File: src/rtl/reset_seq_pkg.sv
// Shared types and defaults for the SoC reset sequencer: the fixed state encoding,
// the default delay values and a range check for the delay counter.
package reset_seq_pkg;

    localparam int STATE_W = 3;

    typedef enum logic [STATE_W-1:0] {
        ST_HOLD        = 3'd0,
        ST_PERIPH_WAIT = 3'd1,
        ST_MEM_INIT    = 3'd2,
        ST_CPU_WAIT    = 3'd3,
        ST_RUN         = 3'd4
    } seq_state_e;

    localparam int unsigned DEF_HOLD_CYCLES  = 16;
    localparam int unsigned DEF_PERIPH_DELAY = 8;
    localparam int unsigned DEF_CPU_DELAY    = 4;
    localparam int unsigned DEF_INIT_TIMEOUT = 4096;
    localparam int unsigned DEF_CNT_W        = 16;

    // A delay is usable when it is at least one cycle and representable in width bits.
    function automatic bit delay_fits(input longint unsigned value, input int unsigned width);
        return (value >= 64'd1) && ((value >> width) == 64'd0);
    endfunction

endpackage

File: src/rtl/seq_delay_counter.sv
// Saturating cycle counter with synchronous clear and a terminal-count compare
// against a limit that the owning FSM may change every cycle.
module seq_delay_counter #(
    parameter int unsigned CNT_W = 16
) (
    input  logic             clk,
    input  logic             clear,
    input  logic             enable,
    input  logic [CNT_W-1:0] limit,
    output logic             at_limit
);

    logic [CNT_W-1:0] count_reg;

    // Holds at all-ones rather than wrapping, so a stalled compare can never re-fire.
    always_ff @(posedge clk) begin
        if (clear) begin
            count_reg <= '0;
        end else if (enable && !(&count_reg)) begin
            count_reg <= count_reg + 1'b1;
        end
    end

    assign at_limit = (count_reg == limit);

endmodule

File: src/rtl/reset_sequencer.sv
// Releases peripheral, memory-init and CPU reset domains in order after the fabric
// reset, with a memory-init handshake, timeout flag and CPU-requested soft reset.
module reset_sequencer
    import reset_seq_pkg::*;
#(
    parameter int unsigned HOLD_CYCLES  = DEF_HOLD_CYCLES,
    parameter int unsigned PERIPH_DELAY = DEF_PERIPH_DELAY,
    parameter int unsigned CPU_DELAY    = DEF_CPU_DELAY,
    parameter int unsigned INIT_TIMEOUT = DEF_INIT_TIMEOUT,
    parameter int unsigned CNT_W        = DEF_CNT_W
) (
    input  logic               CLK,
    input  logic               FABRIC_RESET_N,
    input  logic               MEM_INIT_DONE,
    input  logic               SOFT_RST_REQ,
    output logic               PERIPH_RESET_N,
    output logic               MEM_INIT_REQ,
    output logic               CPU_RESET_N,
    output logic               SEQ_DONE,
    output logic               INIT_TIMEOUT_ERR,
    output logic [STATE_W-1:0] STATE
);

    function automatic longint unsigned delay_of(input int idx);
        case (idx)
            0:       return longint'(HOLD_CYCLES);
            1:       return longint'(PERIPH_DELAY);
            2:       return longint'(CPU_DELAY);
            default: return longint'(INIT_TIMEOUT);
        endcase
    endfunction

    for (genvar gi = 0; gi < 4; gi++) begin : g_delay_check
        if (!delay_fits(delay_of(gi), CNT_W)) begin : g_bad_delay
            $error("reset_sequencer: delay index %0d is zero or does not fit in CNT_W", gi);
        end
    end

    seq_state_e       state_reg, state_next;
    logic             periph_reset_n_reg, periph_reset_n_next;
    logic             mem_init_req_reg,   mem_init_req_next;
    logic             cpu_reset_n_reg,    cpu_reset_n_next;
    logic             seq_done_reg,       seq_done_next;
    logic             timeout_err_reg,    timeout_err_next;

    logic             cnt_clear;
    logic             cnt_clear_fsm;
    logic             cnt_enable;
    logic [CNT_W-1:0] cnt_limit;
    logic             cnt_at_limit;

    assign cnt_clear = !FABRIC_RESET_N || cnt_clear_fsm;

    seq_delay_counter #(
        .CNT_W (CNT_W)
    ) u_delay_counter (
        .clk      (CLK),
        .clear    (cnt_clear),
        .enable   (cnt_enable),
        .limit    (cnt_limit),
        .at_limit (cnt_at_limit)
    );

    always_ff @(posedge CLK) begin
        if (!FABRIC_RESET_N) begin
            state_reg          <= ST_HOLD;
            periph_reset_n_reg <= 1'b0;
            mem_init_req_reg   <= 1'b0;
            cpu_reset_n_reg    <= 1'b0;
            seq_done_reg       <= 1'b0;
            timeout_err_reg    <= 1'b0;
        end else begin
            state_reg          <= state_next;
            periph_reset_n_reg <= periph_reset_n_next;
            mem_init_req_reg   <= mem_init_req_next;
            cpu_reset_n_reg    <= cpu_reset_n_next;
            seq_done_reg       <= seq_done_next;
            timeout_err_reg    <= timeout_err_next;
        end
    end

    // HOLD is entered with the counter at zero and its first counted edge is the
    // entry-following one, so it compares against the full count; the other waits
    // are measured from their entry edge and therefore compare against count-1.
    always_comb begin
        state_next          = state_reg;
        periph_reset_n_next = periph_reset_n_reg;
        mem_init_req_next   = mem_init_req_reg;
        cpu_reset_n_next    = cpu_reset_n_reg;
        seq_done_next       = seq_done_reg;
        timeout_err_next    = timeout_err_reg;
        cnt_clear_fsm       = 1'b0;
        cnt_enable          = 1'b0;
        cnt_limit           = '0;

        case (state_reg)
            ST_HOLD: begin
                cnt_limit = CNT_W'(HOLD_CYCLES);
                if (cnt_at_limit) begin
                    periph_reset_n_next = 1'b1;
                    state_next          = ST_PERIPH_WAIT;
                    cnt_clear_fsm       = 1'b1;
                end else begin
                    cnt_enable = 1'b1;
                end
            end

            ST_PERIPH_WAIT: begin
                cnt_limit = CNT_W'(PERIPH_DELAY - 1);
                if (cnt_at_limit) begin
                    mem_init_req_next = 1'b1;
                    state_next        = ST_MEM_INIT;
                    cnt_clear_fsm     = 1'b1;
                end else begin
                    cnt_enable = 1'b1;
                end
            end

            ST_MEM_INIT: begin
                cnt_limit = CNT_W'(INIT_TIMEOUT - 1);
                // A done seen on the final timeout edge takes priority over the error.
                if (MEM_INIT_DONE) begin
                    mem_init_req_next = 1'b0;
                    state_next        = ST_CPU_WAIT;
                    cnt_clear_fsm     = 1'b1;
                end else if (cnt_at_limit) begin
                    mem_init_req_next = 1'b0;
                    timeout_err_next  = 1'b1;
                    state_next        = ST_CPU_WAIT;
                    cnt_clear_fsm     = 1'b1;
                end else begin
                    cnt_enable = 1'b1;
                end
            end

            ST_CPU_WAIT: begin
                cnt_limit = CNT_W'(CPU_DELAY - 1);
                if (cnt_at_limit) begin
                    cpu_reset_n_next = 1'b1;
                    seq_done_next    = 1'b1;
                    state_next       = ST_RUN;
                    cnt_clear_fsm    = 1'b1;
                end else begin
                    cnt_enable = 1'b1;
                end
            end

            ST_RUN: begin
                // Soft reset keeps the timeout flag so firmware can still inspect it.
                if (SOFT_RST_REQ) begin
                    periph_reset_n_next = 1'b0;
                    mem_init_req_next   = 1'b0;
                    cpu_reset_n_next    = 1'b0;
                    seq_done_next       = 1'b0;
                    state_next          = ST_HOLD;
                    cnt_clear_fsm       = 1'b1;
                end
            end

            default: begin
                periph_reset_n_next = 1'b0;
                mem_init_req_next   = 1'b0;
                cpu_reset_n_next    = 1'b0;
                seq_done_next       = 1'b0;
                state_next          = ST_HOLD;
                cnt_clear_fsm       = 1'b1;
            end
        endcase
    end

    assign PERIPH_RESET_N   = periph_reset_n_reg;
    assign MEM_INIT_REQ     = mem_init_req_reg;
    assign CPU_RESET_N      = cpu_reset_n_reg;
    assign SEQ_DONE         = seq_done_reg;
    assign INIT_TIMEOUT_ERR = timeout_err_reg;
    assign STATE            = state_reg;

endmodule

File: config.mk
export PLATFORM = sky130hd
export DESIGN_NAME = reset_sequencer
export DESIGN_NICKNAME = d
export VERILOG_FILES = /design/src/rtl/reset_seq_pkg.sv /design/src/rtl/seq_delay_counter.sv /design/src/rtl/reset_sequencer.sv
export SDC_FILE = /design/constraint.sdc
export NUM_CORES = 1
export LEC_CHECK = 0
export BUFFER_PORTS_ARGS = -buffer_cell sky130_fd_sc_hd__buf_2
export CORE_MARGIN = 3
export CORE_UTILIZATION = 55
export CTS_BUF_LIST = sky130_fd_sc_hd__clkbuf_4 sky130_fd_sc_hd__clkbuf_8 sky130_fd_sc_hd__clkbuf_16
export CTS_CLUSTER_SIZE = 28
export DETAILED_ROUTE_END_ITERATION = 16
export GPL_TIMING_DRIVEN = 0
export MAX_ROUTING_LAYER = met4
export PLACE_DENSITY = 0.75
export SETUP_SLACK_MARGIN = 0.15
export SLEW_MARGIN = 10
export SYNTH_ARGS = -nofsm -noshare
export SYNTH_HDL_FRONTEND = slang
export SYNTH_SLANG_ARGS = --single-unit
File: constraint.sdc
create_clock -name CLK -period 2.82 [get_ports CLK]
set_input_delay 0.282 -clock CLK [delete_from_list [all_inputs] [get_ports CLK]]
set_output_delay 0.282 -clock CLK [all_outputs]
set_load 0.05 [all_outputs]
* Word level (Yosys, flattened, before mapping) *
Cells that the tools add are included.

storage, ports and cells
  register bits after elaboration = 23
  bits in latches = 0
  memory bits (writable) = 0
  ROM bits = 0
  input port bits = 4
  output and inout bits = 8
  logic and storage cells = 58
  memories kept = 0

operators by class
  add/subtract/negate cells = 1
  multipliers = 0
  div/mod/pow operators = 0
  order comparisons = 0
  equality and inequality tests = 10
  shift operators = 0
  mux-type cells = 22
  bitwise gates (word level) = 4
  reduce and logical (&&, ||, !) cells = 15

operator list
  cell                   number
  $pmux 12 s4            1
  $mux 3                 6
  $add 16x1->16 const B  1
  $eq 16x12->1           1
  $reduce_and 16->1      1
  $pmux 3 s5             1
  $mux 1                 9
  $pmux 1 s3             3
  $reduce_and 3->1       3
  $reduce_or 3->1        3
  $ne 2x2->1 const B     4
  $eq 3x2->1 const B     2
  $reduce_and 5->1       1
  $not 1->1              4
  $pmux 1 s4             1
  $reduce_and 4->1       1
  $eq 3x1->1 const B     1
  $eq 3x3->1 const B     1
  $logic_not 3->1        1
  $ne 3x3->1 const B     1
  $logic_not 1->1        2
  $pmux 1 s2             1
  $reduce_or 2->1        1
  $logic_and 1x1->1      1
  $logic_or 1x1->1       1

* Longest topological paths before layout *
  depth after elaboration = 7
  mapped depth = 8
  mapped depth without buffers = 6

* By module *
From an unflattened synthesis, not the netlist that was laid out.

second synthesis, totals
  cells, all modules = 177
  area total of the unflattened synthesis = 1496.4 µm²

by module, submodules not included
  module             times used  cells each  area each (µm²)  sequential area each (µm²)
  seq_delay_counter  1           125         1054.8           320.3
  reset_sequencer    1           52          441.7            140.1

* Worst setup path before layout *
No wires, ideal clock.

  path type = register to register
  from = register state_reg[1] (netlist: STATE[1])
  to = register u_delay_counter.count_reg[8]
  library setup time = 0.125 ns
  arrival time = 2.613 ns
  data required time = 2.695 ns
  setup slack = 0.081 ns
  stages on the path, launching flop included = 8
  buffers on the path = 1
  clock period less this slack = 2.739 ns
  cell sequence = dfxtp_1 -> or3b_1 -> or4_4 -> a211oi_4 -> nand2_4 -> o221ai_4 -> buf_6 -> a21oi_1

between the ends
  longest elaborated chain between the ends = 7
  elaborated cells between the ends (all ways) = 16
  those cells by class = eq/ne: 5; mux: 7; reduce/logical: 4

RTL lines
  what                                                          line                                            source
  from (decl)                                                   reset_sequencer.sv:39                           seq_state_e state_reg, state_next;
  from (signal assigned)                                        reset_sequencer.sv:73                           state_reg <= state_next;
  $eq 3x2->1, or another cell as far along                      reset_sequencer.sv:96                           case (state_reg)
  $pmux 12 s4                                                   reset_sequencer.sv:96
  $eq 16x12->1                                                  seq_delay_counter.sv:24                         assign at_limit = (count_reg == limit);
  $mux 1                                                        --
  $mux 1                                                        reset_sequencer.sv:122                          if (MEM_INIT_DONE) begin
  $pmux 1 s3 / $pmux 1 s2 (equally long branches)               reset_sequencer.sv:96
  $logic_or 1x1->1 / $logic_and 1x1->1 (equally long branches)  reset_sequencer.sv:52, seq_delay_counter.sv:19
  to (signal assigned)                                          seq_delay_counter.sv:20                         count_reg <= count_reg + 1'b1;
  to (decl)                                                     seq_delay_counter.sv:13                         logic [CNT_W-1:0] count_reg;

Several ways; a longest one is shown, not always the timed one.
A chain may end at the register's enable or synchronous reset.

* Final worst setup path *
  from = register state_reg[2] (netlist: STATE[2])
  to = register u_delay_counter.count_reg[6]

The elaborated chain is that of the path after synthesis.

==> results.toml <==
[status]
status = "complete, no violations"

[clocking]
cts_root_buf = "clkbuf_4"
cts_tree = "built"
path_clk_slew_ns = 0.12
cts.hold.buffers_added = 0
clock_path_buffers = 2
cts.sinks = 23
cts-buffers-inserted = 3
cts-htree-levels = 1
clk_latency_ns = 0.31

[synth]
ys_seq_elements = 23
synth_top_area_frac = 0.3535
synth_largest_area_cell = "dfxtp_1"
yosysSeqAreaShare = 0.3535
synth_area_sq_mm = 0.001302
synth_async_sr_flop_share = 0
syn_area_per_cell_sq_um = 8.403
ys_types = 45
synth_area_leaders = "dfxtp_1 35%, xnor2_1 5.4%, a21oi_1 4.2%, nor2_1 4.0%, nand3_1 3.5%"
yosysMostFrequentCell = "dfxtp_1"
yosys_warnings = 0
synth_common_cells = "23 x dfxtp_1, 14 x nor2_1, 12 x nand2_1, 11 x a21oi_1, 9 x nand3_1"
postSynthCellCount = 155
synthesis.nets = 160
synth_edf_count = 0
synth-main-ff-cell = "dfxtp_1"

[drt]
viasPerCell = 6.050
wl_per_cell_um = 13.57
antenna_left = 0
num_vias = 1204
drtIter0Drc = 24
wl_um = 2700
route.detailed.drc = 0
drt_pass1_iterations = 4

[placed_design]
place.gp.congestion = 0.8468
portBuffers = 10
dp_slack_ns = 0.1592
hpwl_um = 1968
placed_area_sq_mm = 0.001388

[floorplanning]
die_w_um = 54.67
fp.dieArea_sq_mm = 0.002988
core_sq_mm = 0.002102
initial_core_util = 0.6196
ioPinCount = 12
rows = 16
die_h_um = 54.67

[power]
p_seq_frac = 0.627
max-vdd-ir-drop_v = 0.0002724
leakagePower_uw = 0.0005294
p_sw_uw = 121.7
internal-power_uw = 410.4
power_density_mw_per_mm2 = 369.1
switching_share = 0.2287
clkPwrFrac = 0.303
comb_power_share = 0.069

[timing]
fin_crit_sh = 0.9024
rsz0062_at_grt = "false"
whs_ns = 0.2970
hold_viol = 0
setup_viol_count_final = 0
clock_skew_ns = 0.003068
fmaxAchievable_mhz = 393.0
setup_ws_ns = 0.2753
max_slew_margin = 0.6013
worst_pin_slew_ns = 0.5830
fin_setup_tns_ns = 0
period_minus_slack_ns = 2.545
slew_viol_final = 0

[grt]
first_global_vias = 1035
antenna_found_initial = 0
grt_max_degree = 13
grt_overflow = 0
grt_pass1_wl_um = 4712
grtUsageTotal = 0.2275

[worst_setup_path]
reg2reg_from = "STATE[2]"
crit_type = "flip-flop to flip-flop"
crit_fanout = 10
worstSetupStartpointType = "flip-flop"
cp.required_ns = 3.07
end_kind = "flip-flop"
r2r_end = "u_delay_counter.count_reg[6]"
r2r_setup_slack_ns = 0.28
r2r_cells = 8
arrival_ns = 2.80

[layout]
drive_above_1_share = 0.1570
diodes = 0
stdcell_area_sq_mm = 0.001441
area_growth_pct = 10.66
nNetsFinal = 178
largest_register_ffs = 16

[hold_path]
hold_depth = 3
min_path_type = "input pin to flip-flop"
min_from = "SOFT_RST_REQ"
min_to = "STATE[2]"

[flow_run]
max-cap-violations = 0
cells by family after synthesis:
kind of cell,synth area share
AND/OR/NAND/NOR,0.2968
AO/OA/AOI/OAI,0.2123
flip-flops,0.3535
buffers and inverters,0.05187
XOR/XNOR,0.06052
multiplexers,0.01537
adder cells (fa/ha/maj),0.009605
through the flow:
stage | total power, uW | instances | utilization
finish | 532.1 | 199 | 0.6857
global route | 558.6 | 199 | 0.6857
CTS | 538.4 | 199 | 0.6851
detailed placement | 373.1 | 192 | 0.6601
global placement | 372.7 | 192 | 0.6601
floorplan | 364.6 | 155 | -
cell usage in the layout, fill, tap and decap left out, types with 2 or more instances in the layout:
cell type and n:
a31oi_1 2, o31ai_1 4, a211oi_1 2, mux2i_1 2, and4_1 3, nor2_1 14, nor4_1 5, buf_4 4
dfxtp_2 2, dfxtp_1 21, or3_1 5, nand3b_1 2, or4_1 3, o21a_1 3, buf_6 2, and2_1 2
a21oi_1 11, o21ai_0 6, clkbuf_4 4, buf_2 10, nand2_1 12, nor3_1 2, nand3_1 9, clkbuf_1 5
inv_1 4, nand4_1 4, xnor2_1 8
final cells by class:
| class | instances | area [sq um] |
|---|---|---|
| buffer | 9 | 52.55 |
| tap | 27 | 33.78 |
| inverter | 4 | 15.01 |
| clock buffer | 4 | 30.03 |
| multi-input combinational | 119 | 774.5 |
| timing repair buffer | 13 | 72.57 |
| sequential | 23 | 462.9 |
| fill | 184 | 660.6 |
power by group through the flow:
stage	clock [uW]	sequential, uW	combinational (uW)
after CTS	168	334	36.6
after floorplan	0	340	24.5
final	161	334	37.0
after detailed placement	0	341	32.0
after global placement	0	341	31.6
after global routing	183	335	41.0
critical path: stages, from the launching register on:
cell and delay [ns]:
dfxtp_2 0.38, or3b_1 0.43, or4_4 0.56, a211oi_4 0.36
buf_4 0.20, a21o_2 0.19, buf_6 0.15, o21ai_0 0.09
a21oi_1 0.12
metal layers:
metal  up-vias  share of wire  GRT usage  wire length [um]
met1       550           0.49     0.3015              1333
li1        614              -          -                 -
met2        34           0.43     0.3287              1156
met4         0          0.021     0.1369                57
met5         -              0          -                 0
met3         6          0.056    0.02452               152
worst max path at each step:
stage	from	to	slack, ns	cells after the start
after floorplan	STATE[2]	u_delay_counter.count_reg[8]	0.21	7
after global placement	STATE[2]	u_delay_counter.count_reg[8]	0.16	7
after detailed placement	STATE[2]	u_delay_counter.count_reg[8]	0.16	7
after CTS	STATE[2]	u_delay_counter.count_reg[6]	0.29	8
after global routing	STATE[1]	u_delay_counter.count_reg[11]	0.15	8
final	STATE[2]	u_delay_counter.count_reg[6]	0.28	8
what timing repair did:
action | in CTS | in global routing
pin swaps | 1 | 1
gates resized for setup | 0 | 1
endpoints found under the setup margin | 10 | 1
setup buffers | 3 | 0
Power figures use the tool's default switching activity.
